==> src/rtl/div_seq_64bit.sv <==
// Sequential unsigned 64-bit restoring divider: one trial subtraction per clock
// through a shared 64-bit adder/subtractor, with a start/done handshake.

module add_sub_64bit (
  input  logic [63:0] a,
  input  logic [63:0] b,
  input  logic        mode,
  output logic [63:0] sum,
  output logic        carry_flag,
  output logic        overflow_flag
);
  logic [63:0] b_eff;
  logic [64:0] full;

  always_comb begin
    b_eff         = b ^ {64{mode}};
    full          = {1'b0, a} + {1'b0, b_eff} + {64'd0, mode};
    sum           = full[63:0];
    carry_flag    = full[64];
    overflow_flag = (a[63] == b_eff[63]) && (full[63] != a[63]);
  end
endmodule

module div_seq_64bit #(
  parameter int unsigned WIDTH = 64,
  parameter int unsigned CNT_W = 7
) (
  input  logic             clk,
  input  logic             rst_n,
  input  logic             start,
  input  logic [WIDTH-1:0] dividend,
  input  logic [WIDTH-1:0] divisor,
  output logic             busy,
  output logic             done,
  output logic [WIDTH-1:0] quotient,
  output logic [WIDTH-1:0] remainder,
  output logic             div_by_zero
);
  typedef enum logic [1:0] {IDLE, CALC, DONE} state_t;

  state_t           state;
  logic [WIDTH-1:0] r, q, d;
  logic [CNT_W-1:0] count;
  logic [WIDTH-1:0] a_shift, diff, r_next, q_next;
  logic             carry, ovf_unused, take;

  assign a_shift = {r[WIDTH-2:0], q[WIDTH-1]};

  add_sub_64bit u_add_sub (
    .a            (a_shift),
    .b            (d),
    .mode         (1'b1),
    .sum          (diff),
    .carry_flag   (carry),
    .overflow_flag(ovf_unused)
  );

  // A set R[63] means the shifted value exceeds 64 bits, so it is certainly >= D;
  // because R < D the wrapped 64-bit difference is still the exact remainder.
  always_comb begin
    take   = r[WIDTH-1] | carry;
    r_next = take ? diff : a_shift;
    q_next = {q[WIDTH-2:0], take};
  end

  always_ff @(posedge clk or negedge rst_n) begin
    if (!rst_n) begin
      state       <= IDLE;
      busy        <= 1'b0;
      done        <= 1'b0;
      quotient    <= '0;
      remainder   <= '0;
      div_by_zero <= 1'b0;
      count       <= '0;
      r           <= '0;
      q           <= '0;
      d           <= '0;
    end else begin
      case (state)
        IDLE, DONE: begin
          done  <= 1'b0;
          state <= IDLE;
          if (start) begin
            if (divisor == '0) begin
              quotient    <= '1;
              remainder   <= dividend;
              div_by_zero <= 1'b1;
              done        <= 1'b1;
              state       <= DONE;
            end else begin
              r     <= '0;
              q     <= dividend;
              d     <= divisor;
              count <= CNT_W'(WIDTH);
              busy  <= 1'b1;
              state <= CALC;
            end
          end
        end
        CALC: begin
          r     <= r_next;
          q     <= q_next;
          count <= count - 1'b1;
          if (count == CNT_W'(1)) begin
            quotient    <= q_next;
            remainder   <= r_next;
            div_by_zero <= 1'b0;
            busy        <= 1'b0;
            done        <= 1'b1;
            state       <= DONE;
          end
        end
        default: begin
          busy  <= 1'b0;
          done  <= 1'b0;
          state <= IDLE;
        end
      endcase
    end
  end
endmodule

==> config.mk <==
export PLATFORM = sky130hd
export DESIGN_NAME = div_seq_64bit
export DESIGN_NICKNAME = d
export VERILOG_FILES = /design/src/rtl/div_seq_64bit.sv
export SDC_FILE = /design/constraint.sdc
export NUM_CORES = 1
export LEC_CHECK = 0
export CORE_MARGIN = 5
export CORE_UTILIZATION = 30
export DETAILED_ROUTE_END_ITERATION = 7
export GPL_ROUTABILITY_DRIVEN = 1
export HOLD_SLACK_MARGIN = 0.03
export SLEW_MARGIN = 20
export SYNTH_ARGS = -nofsm -noshare
export SYNTH_HDL_FRONTEND = slang
export SYNTH_SLANG_ARGS = --single-unit
export TNS_END_PERCENT = 5
==> constraint.sdc <==
create_clock -name clk -period 8.5 [get_ports clk]
set_input_delay 1.7 -clock clk [delete_from_list [all_inputs] [get_ports clk]]
set_output_delay 1.7 -clock clk [all_outputs]
set_load 0.03 [all_outputs]
==> flow_summary.toml, run 1 <==
[power_and_ir_drop]
seqPwrFrac_pct = 24.3
p_comb_share_pct = 60.2
p_clk_share_pct = 15.5
p_int_mw = 5.50
ir_worst_vdd_uv = 182
switching_share_pct = 48.6
power_switching_mw = 5.20
power.leakage_nw = 9.69
powerDensity_mw_per_mm2 = 473

[yosys]
ys_seq_area_share_pct = 45.4
synth_area_sq_mm = 0.0183
yosysWarningCount = 0
synth.ff_latch_count = 331
synthCells = 2155
synth_async_sr_flop_share_pct = 100
synth-edff-count = 0
synthTopCellsByCount = "nand2_1 (374), dfrtp_1 (331), o21ai_0 (181), nor2_1 (178), a21oi_1 (173)"
synth.net_count = 2353
yosys.area.top_type = "dfrtp_1"
synth.most_common_cell = "nand2_1"
avgSynthCellArea_sq_um = 8.47
synth.top_cell.area_share_pct = 45.4
synth_ff_type = "dfrtp_1"
yosys-top-cells-area = "dfrtp_1 (45%), nand2_1 (7.7%), o21ai_0 (5.0%)"
yosysUniqueCellTypes = 77

[floorplanning]
core_sq_mm = 0.0604
initial_core_util_pct = 30.3
die_y_um = 257
io_pins = 262
dieArea_sq_mm = 0.0659
die_w_um = 257
row_count = 90

[global_routing]
antenna_found_initial = 2
grt.total_usage_pct = 19.2
grt_pass1_vias = 16100
gr-total-overflow = 0
grt_max_degree = 162
grt_pass1_wl_mm = 100

[placement]
finalWeightedCongestion = 0.938
pre_cts_slack_ps = 1760
portBuffers = 261
dp_hpwl_mm = 49.3

[sta]
drv_slew = 0
post-route-period-util_pct = 70.3
finalHoldViolations = 0
fin_crit_ps = 5970
rsz0062_at_grt = "false"
hold_ws_ps = 479
fin_ws_ps = 2530
finalSetupViolations = 0
fmax_mhz = 167
skew_ps = 18.5
finalSetupTns_ps = 0
tightest_slew_ps = 1110
slew_headroom_pct = 25.9

[clock_network]
numCtsBuffers = 39
cts_resized = 0
cts_num_sinks = 331
clk_pin_slew_worst_paths_ps = 60
hold_buffers = 0
root_buffer = "clkbuf_16"
cts_setup_buffers = 0
ctsHtreeMaxLevel = 2
cts_tree = "yes"
clk_latency_ps = 560
clk_path_buf_depth = 3

[detailed_routing]
drtPass1Iterations = 8
avgViaCountPerCell = 5.29
drt_wl_total_mm = 65.5
ant_nets = 0
drc = 0
drt-wirelength-per-cell_um = 20.9
drtIter0Drc = 1299
num_vias = 16600

[worst_setup_path]
path_delay_family = "buffers and inverters"
path_max_fanout = 63
path_cells = "clkdlybuf4s50_1 > nor4_1 > nand4_1 > nor4_1 > inv_1 > nor3b_4 > buf_4 > nor2_4 > inv_2 > buf_4 > nor2_1 > a21oi_1"
r2r-end = "r[49]"
cpPeakStageDelay_ps = 900
endpoint_kind = "flip-flop"
cp_slowest_cell = "nor4_1"
reg2reg_depth = 14
crit_type = "in2reg"
r2r_start = "q[63]"
ff2ff_setup_slack_ps = 3400
worst_setup_path_start_kind = "input port"
critPathRequiredTime_ps = 8960
cp_num_buf_inv = 5
cp.arrival_ps = 6430

[finish]
num-nets-final = 2523
nFillCells = 6107
syn_to_final_growth_pct = 24.0
layout-drive-gt1-share_pct = 4.98

[hold_path]
hold_path.class = "reg2reg"
min_from = "div_by_zero"
holdPathEnd = "div_by_zero"
hold_path_depth = 2

[outcome]
status = "finished, final reports clean"

[run]
drv_cap = 0
## through the flow
stage | cells | util, % | area [sq um] | total power, mW
after floorplan | 2155 | - | 18300 | 7.11
after global placement | 3066 | 35.4 | 21400 | 8.93
after detailed placement | 3066 | 35.4 | 21400 | 9.00
after CTS | 3133 | 37.5 | 22600 | 10.7
after global routing | 3135 | 37.5 | 22600 | 11.5
final | 3136 | 37.5 | 22600 | 10.7
## worst max path at each step
stage	cells past startpoint	end	start
after floorplan	10	quotient[25]	divisor[8]
after global placement	12	quotient[43]	divisor[29]
after detailed placement	12	quotient[25]	divisor[29]
after CTS	12	quotient[25]	divisor[29]
after global routing	12	quotient[51]	divisor[29]
final	12	quotient[25]	divisor[29]
## placed cells by master (no fill, tap or decap), types with 66 or more instances in the layout
cell and instances:
o21ai_0 181, o21ai_1 71, clkdlybuf4s50_1 260, nand3_1 68, inv_1 84, a21oi_1 173
nand2_1 373, ha_1 66, dfrtp_1 331, nor2_1 175, a31oi_1 72
## worst min-delay path, cell delays in order (launching register included)
cell     delay, ps
dfrtp_1        350
nand2_1         50
nand2_1         50
## sequential cells by signal (all words and copies together) (netlist names)
| name | count |
|---|---|
| quotient | 64 |
| r | 64 |
| d | 64 |
| remainder | 64 |
| state | 2 |
| busy | 1 |
| q | 64 |
| div_by_zero | 1 |
| count | 7 |
## area by class of cell
class / count / area, sq um / area share [%]
Sequential cell: 331 / 8280 / 36.6
Clock buffer: 56 / 1130 / 4.99
Tap cell: 782 / 978 / 4.32
Multi-Input combinational cell: 1587 / 9030 / 39.9
Clock inverter: 11 / 113 / 0.497
Antenna cell: 3 / 7.51 / 0.0331
Inverter: 85 / 319 / 1.41
Timing Repair Buffer: 281 / 2780 / 12.3
## power by group through the flow
stage	combinational (mW)	sequential (mW)	clock, mW
finish	6.45	2.60	1.66
global route	7.11	2.66	1.77
CTS	6.41	2.59	1.71
detailed placement	6.39	2.62	0
global placement	6.33	2.60	0
floorplan	4.39	2.72	0
## routing by layer
| metal | global-route usage [%] | wire length (um) | vias to the layer above |
|---|---|---|---|
| met5 | 0 | 0 | - |
| met4 | 5.19 | 1670 | 0 |
| met3 | 3.19 | 3650 | 89 |
| met2 | 29.8 | 29200 | 530 |
| met1 | 27.7 | 30900 | 8047 |
| li1 | - | - | 7909 |
## logic make-up (layout without fill, tap and decap cells)
| family | count (synthesis) | after routing | synth area share [%] |
|---|---|---|---|
| xor gates and xnor gates | 56 | 56 | 2.69 |
| buffers and inverters | 237 | 433 | 5.41 |
| adders and majority gates | 67 | 67 | 4.63 |
| and+or+nand+nor | 790 | 790 | 19.2 |
| other | 0 | 3 | 0 |
| AOI/OAI and AO/OA | 636 | 636 | 20.6 |
| DFF | 331 | 331 | 45.4 |
| muxes | 38 | 38 | 2.10 |
(Power assumes the default switching activity.)
==> run 2: changes to the inputs <==
==> constraint.sdc (replaced) <==
create_clock -name clk -period 5.7 [get_ports clk]
set_input_delay 1.14 -clock clk [delete_from_list [all_inputs] [get_ports clk]]
set_output_delay 1.14 -clock clk [all_outputs]
set_load 0.03 [all_outputs]
==> run 2 against run 1 <==
  * Sequential power up 49%
  * Critical endpoint is now r[43]
  * Highest routed layer is now met5
  * Critical path depth up 2
  * First-iteration DRC count shrank 1.8%
  * Setup slack got worse by 1200 ps
  * Clock skew decreased by 6.8 ps
  * Largest power group unchanged
  * Wire length up 0.73%
  * Core utilization up 0.45 points
  * Clock power grew 58%
  * Cell count increased by 0.48%
  * Non-clock buffer count up 11
  * Combinational power grew 51%
  * Clock-buffer cell count increased by 1
==> flow_summary.toml, run 2 (synthesis results as in run 1) <==
[placement]
portBuffers = 261
dp.cells = 3077
pre_cts_slack_ps = 1000
finalWeightedCongestion = 1.03
dp_hpwl_mm = 49.9
place_area_sq_mm = 0.0216

[global_routing]
grt_pass1_vias = 16300
grt_max_degree = 116
grt.total_usage_pct = 19.3
gr-total-overflow = 0
antenna_found_initial = 8
grt_pass1_wl_mm = 101

[floorplanning]
core_sq_mm = 0.0604
die_y_um = 257
row_count = 90
io_pins = 262
dieArea_sq_mm = 0.0659
die_w_um = 257
initial_core_util_pct = 30.3

[finish]
post-route-util_pct = 38.0
layout_common_cells = "nand2_1 (373), dfrtp_1 (331), clkdlybuf4s50_1 (260), o21ai_0 (181), nor2_1 (175)"
syn_to_final_growth_pct = 25.5
nFillCells = 6032
final_common_cell = "nand2_1"
layout-drive-gt1-share_pct = 5.54
final_area_sq_mm = 0.0229
final_cells = 3151
num-nets-final = 2534

[power_and_ir_drop]
powerDensity_mw_per_mm2 = 708
ir_worst_vdd_uv = 368
power.leakage_nw = 9.81
power.total_mw = 16.2

[hold_path]
min_from = "remainder[0]"
hold_path.class = "reg2reg"
hold_path_depth = 2
holdPathEnd = "remainder[0]"

[run]
drv_cap = 0

[sta]
skew_ps = 11.7
finalSetupViolations = 0
finalSetupTns_ps = 0
finalHoldViolations = 0
tightest_slew_ps = 1080
drv_slew = 0
fin_crit_ps = 4390
slew_headroom_pct = 28.2
fin_ws_ps = 1310
fmax_mhz = 228
rsz0062_at_grt = "false"
post-route-period-util_pct = 76.9
hold_ws_ps = 486

[worst_setup_path]
path_max_fanout = 40
path_delay_family = "compound AO/OA/AOI/OAI gates"
r2r_start = "q[63]"
startpoint = "q[63]"
endpoint_kind = "flip-flop"
reg2reg_depth = 14
cp.arrival_ps = 4800
critPathRequiredTime_ps = 6110
r2r-end = "r[43]"
cp_slowest_cell = "and2_4"
worst_setup_path_start_kind = "flip-flop"
crit_type = "reg2reg"
cp_num_buf_inv = 2
ff2ff_setup_slack_ps = 1310
path_cells = "inv_1 > ha_1 > fa_1 > nand2b_1 > a21oi_1 > o21ai_2 > o311a_1 > a21oi_2 > o2111ai_1 > nand4_1 > and2_4 > buf_4 > mux2i_1 > o21ai_1"
cpPeakStageDelay_ps = 650

[detailed_routing]
drc = 0
drt_wl_total_mm = 66.0
ant_nets = 0
avgViaCountPerCell = 5.29
drt-wirelength-per-cell_um = 20.9
drtIter0Drc = 1275
num_vias = 16700
drtPass1Iterations = 7

[clock_network]
cts_setup_buffers = 0
clk_path_buf_depth = 3
clk_pin_slew_worst_paths_ps = 60
clk_latency_ps = 560
cts_resized = 0
ctsHtreeMaxLevel = 2
cts_num_sinks = 331
hold_buffers = 0
root_buffer = "clkbuf_16"
numCtsBuffers = 39
cts_tree = "yes"

[outcome]
status = "finished, final reports clean"
[run 2: how the worst max path moves through the flow]
stage | slack, ps | end | cells past startpoint
2_1_floorplan | 2360 | quotient[25] | 10
5_1_grt | 1080 | remainder[27] | 13
3_5_place_dp | 1000 | remainder[58] | 13
6_report | 1310 | r[43] | 14
3_3_place_gp | 1040 | remainder[58] | 13
4_1_cts | 1300 | r[27] | 13
[run 2: area by class of cell]
| cell class | count | area (sq um) | area share (%) |
|---|---|---|---|
| Timing Repair Buffer | 292 | 2940 | 12.8 |
| Clock inverter | 12 | 184 | 0.803 |
| Sequential cell | 331 | 8280 | 36.1 |
| Antenna cell | 5 | 12.5 | 0.0546 |
| Inverter | 85 | 319 | 1.39 |
| Multi-Input combinational cell | 1587 | 9030 | 39.4 |
| Tap cell | 782 | 978 | 4.27 |
| Clock buffer | 57 | 1160 | 5.08 |
[run 2: power by group]
| group | leakage, nW | internal [mW] | total (mW) | switching (mW) |
|---|---|---|---|---|
| clock | 0.657 | 1.60 | 2.62 | 1.02 |
| sequential | 3.82 | 3.29 | 3.88 | 0.584 |
| combinational | 5.34 | 3.51 | 9.71 | 6.21 |
| total | 9.81 | 8.40 | 16.2 | 7.81 |
[run 2: per-layer routing]
layer  GRT usage, %  share of wire (%)
met4           4.41                1.6
met3           3.34                5.8
met1           27.4                 46
met2           30.9                 46
met5              0              0.041
[run 2: worst reg2reg max path: stages, from the launching register on]
cell and delay [ps]:
dfrtp_1 350, inv_1 60, ha_1 220, fa_1 410, nand2b_1 200, a21oi_1 300, o21ai_2 160, o311a_1 450
a21oi_2 240, o2111ai_1 210, nand4_1 190, and2_4 650, buf_4 340, mux2i_1 350, o21ai_1 100
